[src/rtl/imm_encode_loader_pkg.sv]
// Shared definitions for the immediate encode/load block: immediate-type
// codes, FSM state encoding and the per-type immediate field masks.
package imm_encode_loader_pkg;

    localparam int XLEN = 32;

    // Immediate type selector; same code points as the sign-extender.
    typedef enum logic [1:0] {
        IMM_I = 2'b00,
        IMM_S = 2'b01,
        IMM_B = 2'b10,
        IMM_J = 2'b11
    } imm_src_e;

    typedef enum logic [1:0] {
        ST_IDLE = 2'b00,
        ST_RUN  = 2'b01,
        ST_DONE = 2'b10,
        ST_ERR  = 2'b11
    } state_e;

    // Instruction bits owned by the immediate for each type.
    localparam logic [XLEN-1:0] MASK_I = 32'hFFF0_0000;
    localparam logic [XLEN-1:0] MASK_S = 32'hFE00_0F80;
    localparam logic [XLEN-1:0] MASK_B = 32'hFE00_0F80;
    localparam logic [XLEN-1:0] MASK_J = 32'hFFFF_F000;

    function automatic logic [XLEN-1:0] imm_field_mask(input imm_src_e src);
        case (src)
            IMM_I:   return MASK_I;
            IMM_S:   return MASK_S;
            IMM_B:   return MASK_B;
            default: return MASK_J;
        endcase
    endfunction

endpackage

[src/rtl/imm_encode_loader_if.sv]
// Stream-in / memory-write-out bus of the immediate encode/load block.
interface imm_encode_loader_if #(
    parameter int BUS_WIDTH  = 32,
    parameter int ADDR_WIDTH = 10
);
    logic                  i_Start;
    logic [ADDR_WIDTH-1:0] i_BaseAddr;
    logic                  i_Valid;
    logic                  o_Ready;
    logic                  i_Last;
    logic [1:0]            i_ImmSrc;
    logic [BUS_WIDTH-1:0]  i_Imm;
    logic [BUS_WIDTH-1:0]  i_Skeleton;
    logic                  o_WrEn;
    logic [ADDR_WIDTH-1:0] o_WrAddr;
    logic [BUS_WIDTH-1:0]  o_WrData;
    logic                  o_Done;
    logic                  o_RangeErr;

    // Producer of the instruction stream (program loader side).
    modport master (
        output i_Start, i_BaseAddr, i_Valid, i_Last, i_ImmSrc, i_Imm, i_Skeleton,
        input  o_Ready, o_WrEn, o_WrAddr, o_WrData, o_Done, o_RangeErr
    );

    // The encode/load block itself.
    modport slave (
        input  i_Start, i_BaseAddr, i_Valid, i_Last, i_ImmSrc, i_Imm, i_Skeleton,
        output o_Ready, o_WrEn, o_WrAddr, o_WrData, o_Done, o_RangeErr
    );
endinterface

[src/rtl/imm_encode_loader_imm_encode.sv]
// Combinational RV32 immediate encoder: scatters a signed immediate into the
// I/S/B/J field positions of an instruction skeleton and flags whether the
// value is representable in that format.
module imm_encode
    import imm_encode_loader_pkg::*;
(
    input  logic [1:0]             i_ImmSrc,
    input  logic signed [XLEN-1:0] i_Imm,
    input  logic [XLEN-1:0]        i_Skeleton,
    output logic [XLEN-1:0]        o_Instr,
    output logic                   o_Legal
);

    imm_src_e        src;
    logic [XLEN-1:0] field;

    assign src = imm_src_e'(i_ImmSrc);

    // Build the immediate bit pattern and range check for the selected type.
    always_comb begin
        field   = '0;
        o_Legal = 1'b0;
        case (src)
            IMM_I: begin
                field   = {i_Imm[11:0], 20'b0};
                o_Legal = (i_Imm[31:11] == {21{i_Imm[11]}});
            end
            IMM_S: begin
                field   = {i_Imm[11:5], 13'b0, i_Imm[4:0], 7'b0};
                o_Legal = (i_Imm[31:11] == {21{i_Imm[11]}});
            end
            IMM_B: begin
                field   = {i_Imm[12], i_Imm[10:5], 13'b0, i_Imm[4:1], i_Imm[11], 7'b0};
                o_Legal = !i_Imm[0] && (i_Imm[31:12] == {20{i_Imm[12]}});
            end
            default: begin
                field   = {i_Imm[20], i_Imm[10:1], i_Imm[11], i_Imm[19:12], 12'b0};
                o_Legal = !i_Imm[0] && (i_Imm[31:20] == {12{i_Imm[20]}});
            end
        endcase
        o_Instr = (i_Skeleton & ~imm_field_mask(src)) | field;
    end

endmodule

[src/rtl/imm_encode_loader.sv]
// Immediate encode/load block: accepts (type, immediate, skeleton) words on
// a valid/ready stream, encodes and range-checks them, and writes the legal
// ones to instruction memory at an auto-incrementing byte address.
module imm_encode_loader
    import imm_encode_loader_pkg::*;
#(
    parameter int BUS_WIDTH  = 32,
    parameter int ADDR_WIDTH = 10
) (
    input  logic               i_Clk,
    input  logic               i_Reset,
    imm_encode_loader_if.slave bus
);

    state_e                state;
    logic                  ready_p1;
    logic [ADDR_WIDTH-1:0] addr_p0;
    logic                  wr_en_p1;
    logic [ADDR_WIDTH-1:0] wr_addr_p1;
    logic [BUS_WIDTH-1:0]  wr_data_p1;
    logic                  done_p1;
    logic                  range_err_p1;
    logic                  accept;
    logic [XLEN-1:0]       enc_instr;
    logic                  enc_legal;

    // Stage p0: combinational encode of the word currently offered.
    imm_encode u_enc (
        .i_ImmSrc   (bus.i_ImmSrc),
        .i_Imm      (bus.i_Imm),
        .i_Skeleton (bus.i_Skeleton),
        .o_Instr    (enc_instr),
        .o_Legal    (enc_legal)
    );

    assign accept = bus.i_Valid & ready_p1;

    // Sequence FSM, address counter and the p1 output register stage.
    always_ff @(posedge i_Clk) begin
        if (i_Reset) begin
            state        <= ST_IDLE;
            ready_p1     <= 1'b0;
            addr_p0      <= '0;
            wr_en_p1     <= 1'b0;
            wr_addr_p1   <= '0;
            wr_data_p1   <= '0;
            done_p1      <= 1'b0;
            range_err_p1 <= 1'b0;
        end else begin
            wr_en_p1 <= 1'b0;
            done_p1  <= 1'b0;
            case (state)
                ST_IDLE, ST_DONE, ST_ERR: begin
                    if (bus.i_Start) begin
                        state        <= ST_RUN;
                        ready_p1     <= 1'b1;
                        addr_p0      <= bus.i_BaseAddr & ~ADDR_WIDTH'(3);
                        range_err_p1 <= 1'b0;
                    end else if (state == ST_DONE) begin
                        state <= ST_IDLE;
                    end
                end
                ST_RUN: begin
                    if (accept) begin
                        if (enc_legal) begin
                            wr_en_p1   <= 1'b1;
                            wr_addr_p1 <= addr_p0;
                            wr_data_p1 <= enc_instr;
                            addr_p0    <= addr_p0 + ADDR_WIDTH'(4);
                            if (bus.i_Last) begin
                                state    <= ST_DONE;
                                ready_p1 <= 1'b0;
                                done_p1  <= 1'b1;
                            end
                        end else begin
                            // Unencodable immediate: hold the address and park until restarted.
                            state        <= ST_ERR;
                            ready_p1     <= 1'b0;
                            range_err_p1 <= 1'b1;
                        end
                    end
                end
                default: begin
                    state    <= ST_IDLE;
                    ready_p1 <= 1'b0;
                end
            endcase
        end
    end

    assign bus.o_Ready    = ready_p1;
    assign bus.o_WrEn     = wr_en_p1;
    assign bus.o_WrAddr   = wr_addr_p1;
    assign bus.o_WrData   = wr_data_p1;
    assign bus.o_Done     = done_p1;
    assign bus.o_RangeErr = range_err_p1;

endmodule
[src/flat_wrapper.sv]
// flat-port wrapper written by rule: the top's interface ports become plain ports
module imm_encode_loader_flat import imm_encode_loader_pkg::*;
#(
    parameter int BUS_WIDTH  = 32,
    parameter int ADDR_WIDTH = 10
)
  (i_Clk, i_Reset, bus_i_Start, bus_i_BaseAddr, bus_i_Valid, bus_i_Last, bus_i_ImmSrc, bus_i_Imm, bus_i_Skeleton, bus_o_Ready, bus_o_WrEn, bus_o_WrAddr, bus_o_WrData, bus_o_Done, bus_o_RangeErr);
  imm_encode_loader_if #(.BUS_WIDTH(BUS_WIDTH), .ADDR_WIDTH(ADDR_WIDTH)) bus_i ();
  input  logic i_Clk;
  input  logic i_Reset;
  input wire logic [$bits(bus_i.i_Start)-1:0] bus_i_Start;
  input wire logic [$bits(bus_i.i_BaseAddr)-1:0] bus_i_BaseAddr;
  input wire logic [$bits(bus_i.i_Valid)-1:0] bus_i_Valid;
  input wire logic [$bits(bus_i.i_Last)-1:0] bus_i_Last;
  input wire logic [$bits(bus_i.i_ImmSrc)-1:0] bus_i_ImmSrc;
  input wire logic [$bits(bus_i.i_Imm)-1:0] bus_i_Imm;
  input wire logic [$bits(bus_i.i_Skeleton)-1:0] bus_i_Skeleton;
  output wire logic [$bits(bus_i.o_Ready)-1:0] bus_o_Ready;
  output wire logic [$bits(bus_i.o_WrEn)-1:0] bus_o_WrEn;
  output wire logic [$bits(bus_i.o_WrAddr)-1:0] bus_o_WrAddr;
  output wire logic [$bits(bus_i.o_WrData)-1:0] bus_o_WrData;
  output wire logic [$bits(bus_i.o_Done)-1:0] bus_o_Done;
  output wire logic [$bits(bus_i.o_RangeErr)-1:0] bus_o_RangeErr;
  assign bus_i.i_Start = bus_i_Start;
  assign bus_i.i_BaseAddr = bus_i_BaseAddr;
  assign bus_i.i_Valid = bus_i_Valid;
  assign bus_i.i_Last = bus_i_Last;
  assign bus_i.i_ImmSrc = bus_i_ImmSrc;
  assign bus_i.i_Imm = bus_i_Imm;
  assign bus_i.i_Skeleton = bus_i_Skeleton;
  assign bus_o_Ready = bus_i.o_Ready;
  assign bus_o_WrEn = bus_i.o_WrEn;
  assign bus_o_WrAddr = bus_i.o_WrAddr;
  assign bus_o_WrData = bus_i.o_WrData;
  assign bus_o_Done = bus_i.o_Done;
  assign bus_o_RangeErr = bus_i.o_RangeErr;
  imm_encode_loader #(.BUS_WIDTH(BUS_WIDTH), .ADDR_WIDTH(ADDR_WIDTH)) u_core (.i_Clk(i_Clk), .i_Reset(i_Reset), .bus(bus_i));
endmodule
[config.mk]
export PLATFORM = sky130hd
export DESIGN_NAME = imm_encode_loader_flat
export DESIGN_NICKNAME = d
export VERILOG_FILES = /design/src/rtl/imm_encode_loader_pkg.sv /design/src/rtl/imm_encode_loader_if.sv /design/src/rtl/imm_encode_loader_imm_encode.sv /design/src/rtl/imm_encode_loader.sv /design/src/flat_wrapper.sv
export SDC_FILE = /design/constraint.sdc
export NUM_CORES = 1
export LEC_CHECK = 0
export BUFFER_PORTS_ARGS = -buffer_cell sky130_fd_sc_hd__buf_4
export CAP_MARGIN = 0
export CORE_UTILIZATION = 42
export DETAILED_ROUTE_END_ITERATION = 7
export GPL_TIMING_DRIVEN = 0
export PLACE_DENSITY_LB_ADDON = 0.1
export SLEW_MARGIN = 20
export SYNTH_ARGS = -nofsm -noshare
export SYNTH_HDL_FRONTEND = slang
export SYNTH_SLANG_ARGS = --single-unit
[constraint.sdc]
create_clock -name i_Clk -period 2.2 [get_ports i_Clk]
set_input_delay 0.33 -clock i_Clk [delete_from_list [all_inputs] [get_ports i_Clk]]
set_output_delay 0.33 -clock i_Clk [all_outputs]
set_load 0.02 [all_outputs]
==> results by group <==
STA
  • Setup tns final: 0 ns
  • Pins over their slew limit: 0
  • Final worst slack: 0.1065 ns
  • Fmax: 477.7 MHz
  • Final min period: 2.093 ns
  • WHS: 0.2447 ns
  • Setup Skew: 0.009227 ns
  • Final worst path period share: 95.16%
  • Slew @ Worst Pin: 0.5952 ns
  • Relative slew slack: 60.32%
  • Setup Viol. Count Final: 0
  • Final Hold Fails: 0

Global route
  • First-pass GRT wire length: 11.21 mm
  • Total grt overflow: 0
  • Vias in the first global route: 2454
  • Met2 GRT Util: 37.39%
  • Antenna violations before repair: 0
  • GR peak layer: met2
  • Met3 GRT Util: 4.831%
  • All-Layer GR Usage: 22.14%
  • GR Util met1: 28.16%
  • Pin count of the biggest net entering global routing: 18

Final layout
  • Final Util: 63.03%
  • # diodes: 0
  • Fillers: 564
  • Layout cells sized above 1: 35.82%
  • Final net count: 501
  • Synthesis-to-layout area growth: 43.65%

Critical path
  • CP max FO: 10
  • Worst setup EP type: flip-flop
  • FF-to-FF setup slack: 0.15 ns
  • Max stage delay cell, worst path: o32ai_4
  • Worst Path Required: 2.38 ns
  • Peak per-stage delay on the critical path: 0.34 ns
  • Nature of the critical path startpoint: primary input
  • Critical Path AT: 2.28 ns
  • CP Cell Sequence: buf_4 -> nor4_4 -> nand4_1 -> o2bb2a_4 -> o32ai_4 -> o21ai_4 -> clkbuf_2 -> a221oi_1 -> nor3_1
  • Critical path class: primary input to flip-flop

Clock network
  • CTS tree: yes
  • CTS clk-pin slew, worst paths: 0.10 ns
  • Worst-case clock buffer depth: 2
  • Root Driver: clkbuf_8
  • Clock Latency Late Sink: 0.31 ns
  • Sink Count: 54
  • H-tree depth: 2
  • Cts hold-fix bufs: 0
  • TritonCTS buffer count: 5

Yosys
  • Yosys reg bits: 54
  • Top_reg_cell synth: dfxtp_1
  • Synth Area per Inst: 9.003 sq um
  • Mapped Cells: 292
  • Synth unique cells: 50
  • Synth Warn #: 0
  • Mapped Area: 2629 sq um
  • EDFF count, synth: 0
  • Post-synth ARST share: 0%
  • Sequential element share of the synthesized area: 41.12%

Placed design
  • Place WS: -0.4511 ns
  • Routability Congestion: 0.7802
  • Post-DP HPWL: 5.471 mm
  • IO buf count: 114

Drt
  • Post-DRT Antenna Nets: 0
  • DR DRC count: 0
  • Via Count: 2626
  • Starting DRT DRC Count: 73
  • Pre-antenna DRT Iters: 4
  • Drt via density: 5.348
  • Total Wirelength: 7.113 mm
  • WL/cell: 14.49 um

Run status
  • Status: finished, final reports clean

Flow run
  • Max Cap Viol: 0

Floorplanning
  • Chip width: 81.12 um
  • Initial core utilization: 43.88%
  • FP Rows: 28
  • Die Area: 6580 sq um
  • Area of the core: 5991 sq um
  • Chip height: 81.12 um
  • # IOs: 127

Power and ir drop
  • P_leak: 1.741 nW
  • Max IR drop VDD: 0.0003676 V
  • Power Dens Cells: 495.8 nW/um^2

Min path
  • HP Class: primary input to flip-flop
==> layer usage <==
layer  share of wire, %  wire length (um)  vias up
li1                   -                 -     1305
met1                 44              3161     1211
met3                7.1               508        4
met5                  0                 0        -
met2                 48              3390      106
met4               0.73                52        0
==> worst paths after layout <==
| path | cells past startpoint | startpoint | to |
|---|---|---|---|
| worst min register to register | 2 | u_core.bus.o_WrData[31] | u_core.bus.o_WrData[31] |
| worst min-delay path | 2 | bus_i_Last | u_core.bus.o_Done |
| worst max register to register | 7 | u_core.state[0] | u_core.bus.o_WrData[11] |
| worst max-delay path | 9 | bus_i_Imm[26] | u_core.bus.o_WrData[11] |
==> power by group <==
part	total (mW)	internal, mW	switching [mW]
clock	0.586	0.260	0.327
combinational	0.277	0.144	0.133
sequential	1.01	0.992	0.0168
total	1.87	1.40	0.477
==> logic make-up after synthesis <==
group / share of synthesized area (%)
fa+ha+maj: 2.380
simple gates: 21.23
buf+inv: 4.712
compound gates: 17.80
other cells: 0.1427
flops: 41.12
mux: 12.61
==> final cells by class <==
cell class / instances / area (sq um) / area share [%]
repair buffers: 116 / 870.8 / 23.06
multi-input cells: 210 / 1499 / 39.70
clock buffers: 6 / 82.58 / 2.187
plain buffers: 20 / 102.6 / 2.717
well taps: 75 / 93.84 / 2.485
flip-flops and latches: 54 / 1081 / 28.63
inverters: 8 / 30.03 / 0.7952
clock inverters: 2 / 16.27 / 0.4307
==> stage by stage <==
stage          total power [mW]  std cells  instance area (sq um)
6_report                  1.872        491                   3776
5_1_grt                   1.959        491                   3776
4_1_cts                   1.883        490                   3694
3_5_place_dp              1.298        482                   3582
3_3_place_gp              1.293        482                   3582
2_1_floorplan             1.149        293                   2633
==> placed cells by master, fill, tap and decap left out, drive strengths merged, types with 6 or more instances in the layout <==
| cell | n |
|---|---|
| buf | 125 |
| dfxtp | 54 |
| nor2 | 34 |
| mux2i | 32 |
| nor2b | 19 |
| clkbuf | 17 |
| nand2 | 14 |
| nor3 | 11 |
| a211oi | 10 |
| inv | 9 |
| a21oi | 8 |
| a221oi | 8 |
| nand3 | 6 |
| o21ai | 6 |
==> state kept, by name, summed over array words and instances, names as in the netlist <==
register and cells:
u_core.bus.o_WrData 32, u_core.addr_p0 8, u_core.bus.o_WrAddr 8, u_core.state 2, u_core.bus.o_Done 1, u_core.bus.o_RangeErr 1, u_core.bus.o_Ready 1, u_core.bus.o_WrEn 1
==> synthesized netlist by cell type (3+ instances only) <==
cell type	n	area (sq um)
dfxtp_1	54	1081
nor2_1	34	127.6
mux2i_1	32	320.3
nor2b_1	19	118.9
nand2_1	14	52.55
clkbuf_1	12	45.04
nor3_1	11	55.05
a211oi_1	10	75.07
a21oi_1	8	40.04
a221oi_1	8	70.07
inv_1	8	30.03
buf_2	6	30.03
nand3_1	6	30.03
ha_1	5	62.56
nand2b_1	5	31.28
o21ai_0	5	25.02
a31oi_1	4	25.02
nand4_1	4	25.02
nor4_1	4	25.02
a22oi_1	3	22.52
o211ai_1	3	22.52
or3_1	3	18.77
==> worst max-delay path: cells and delay by family <==
kind                   cells  cell delay, ns
AOI/OAI and AO/OA          4            1.01
buffers and inverters      2            0.36
and+or+nand+nor            3            0.56
==> timing repair <==
item	in CTS	in global routing
setup endpoints to repair	26	33
buffers inserted	0	2
resized for setup	6	13
pin swaps	0	5
cloned	0	0
No activity file was read; power rests on OpenSTA's default activity.
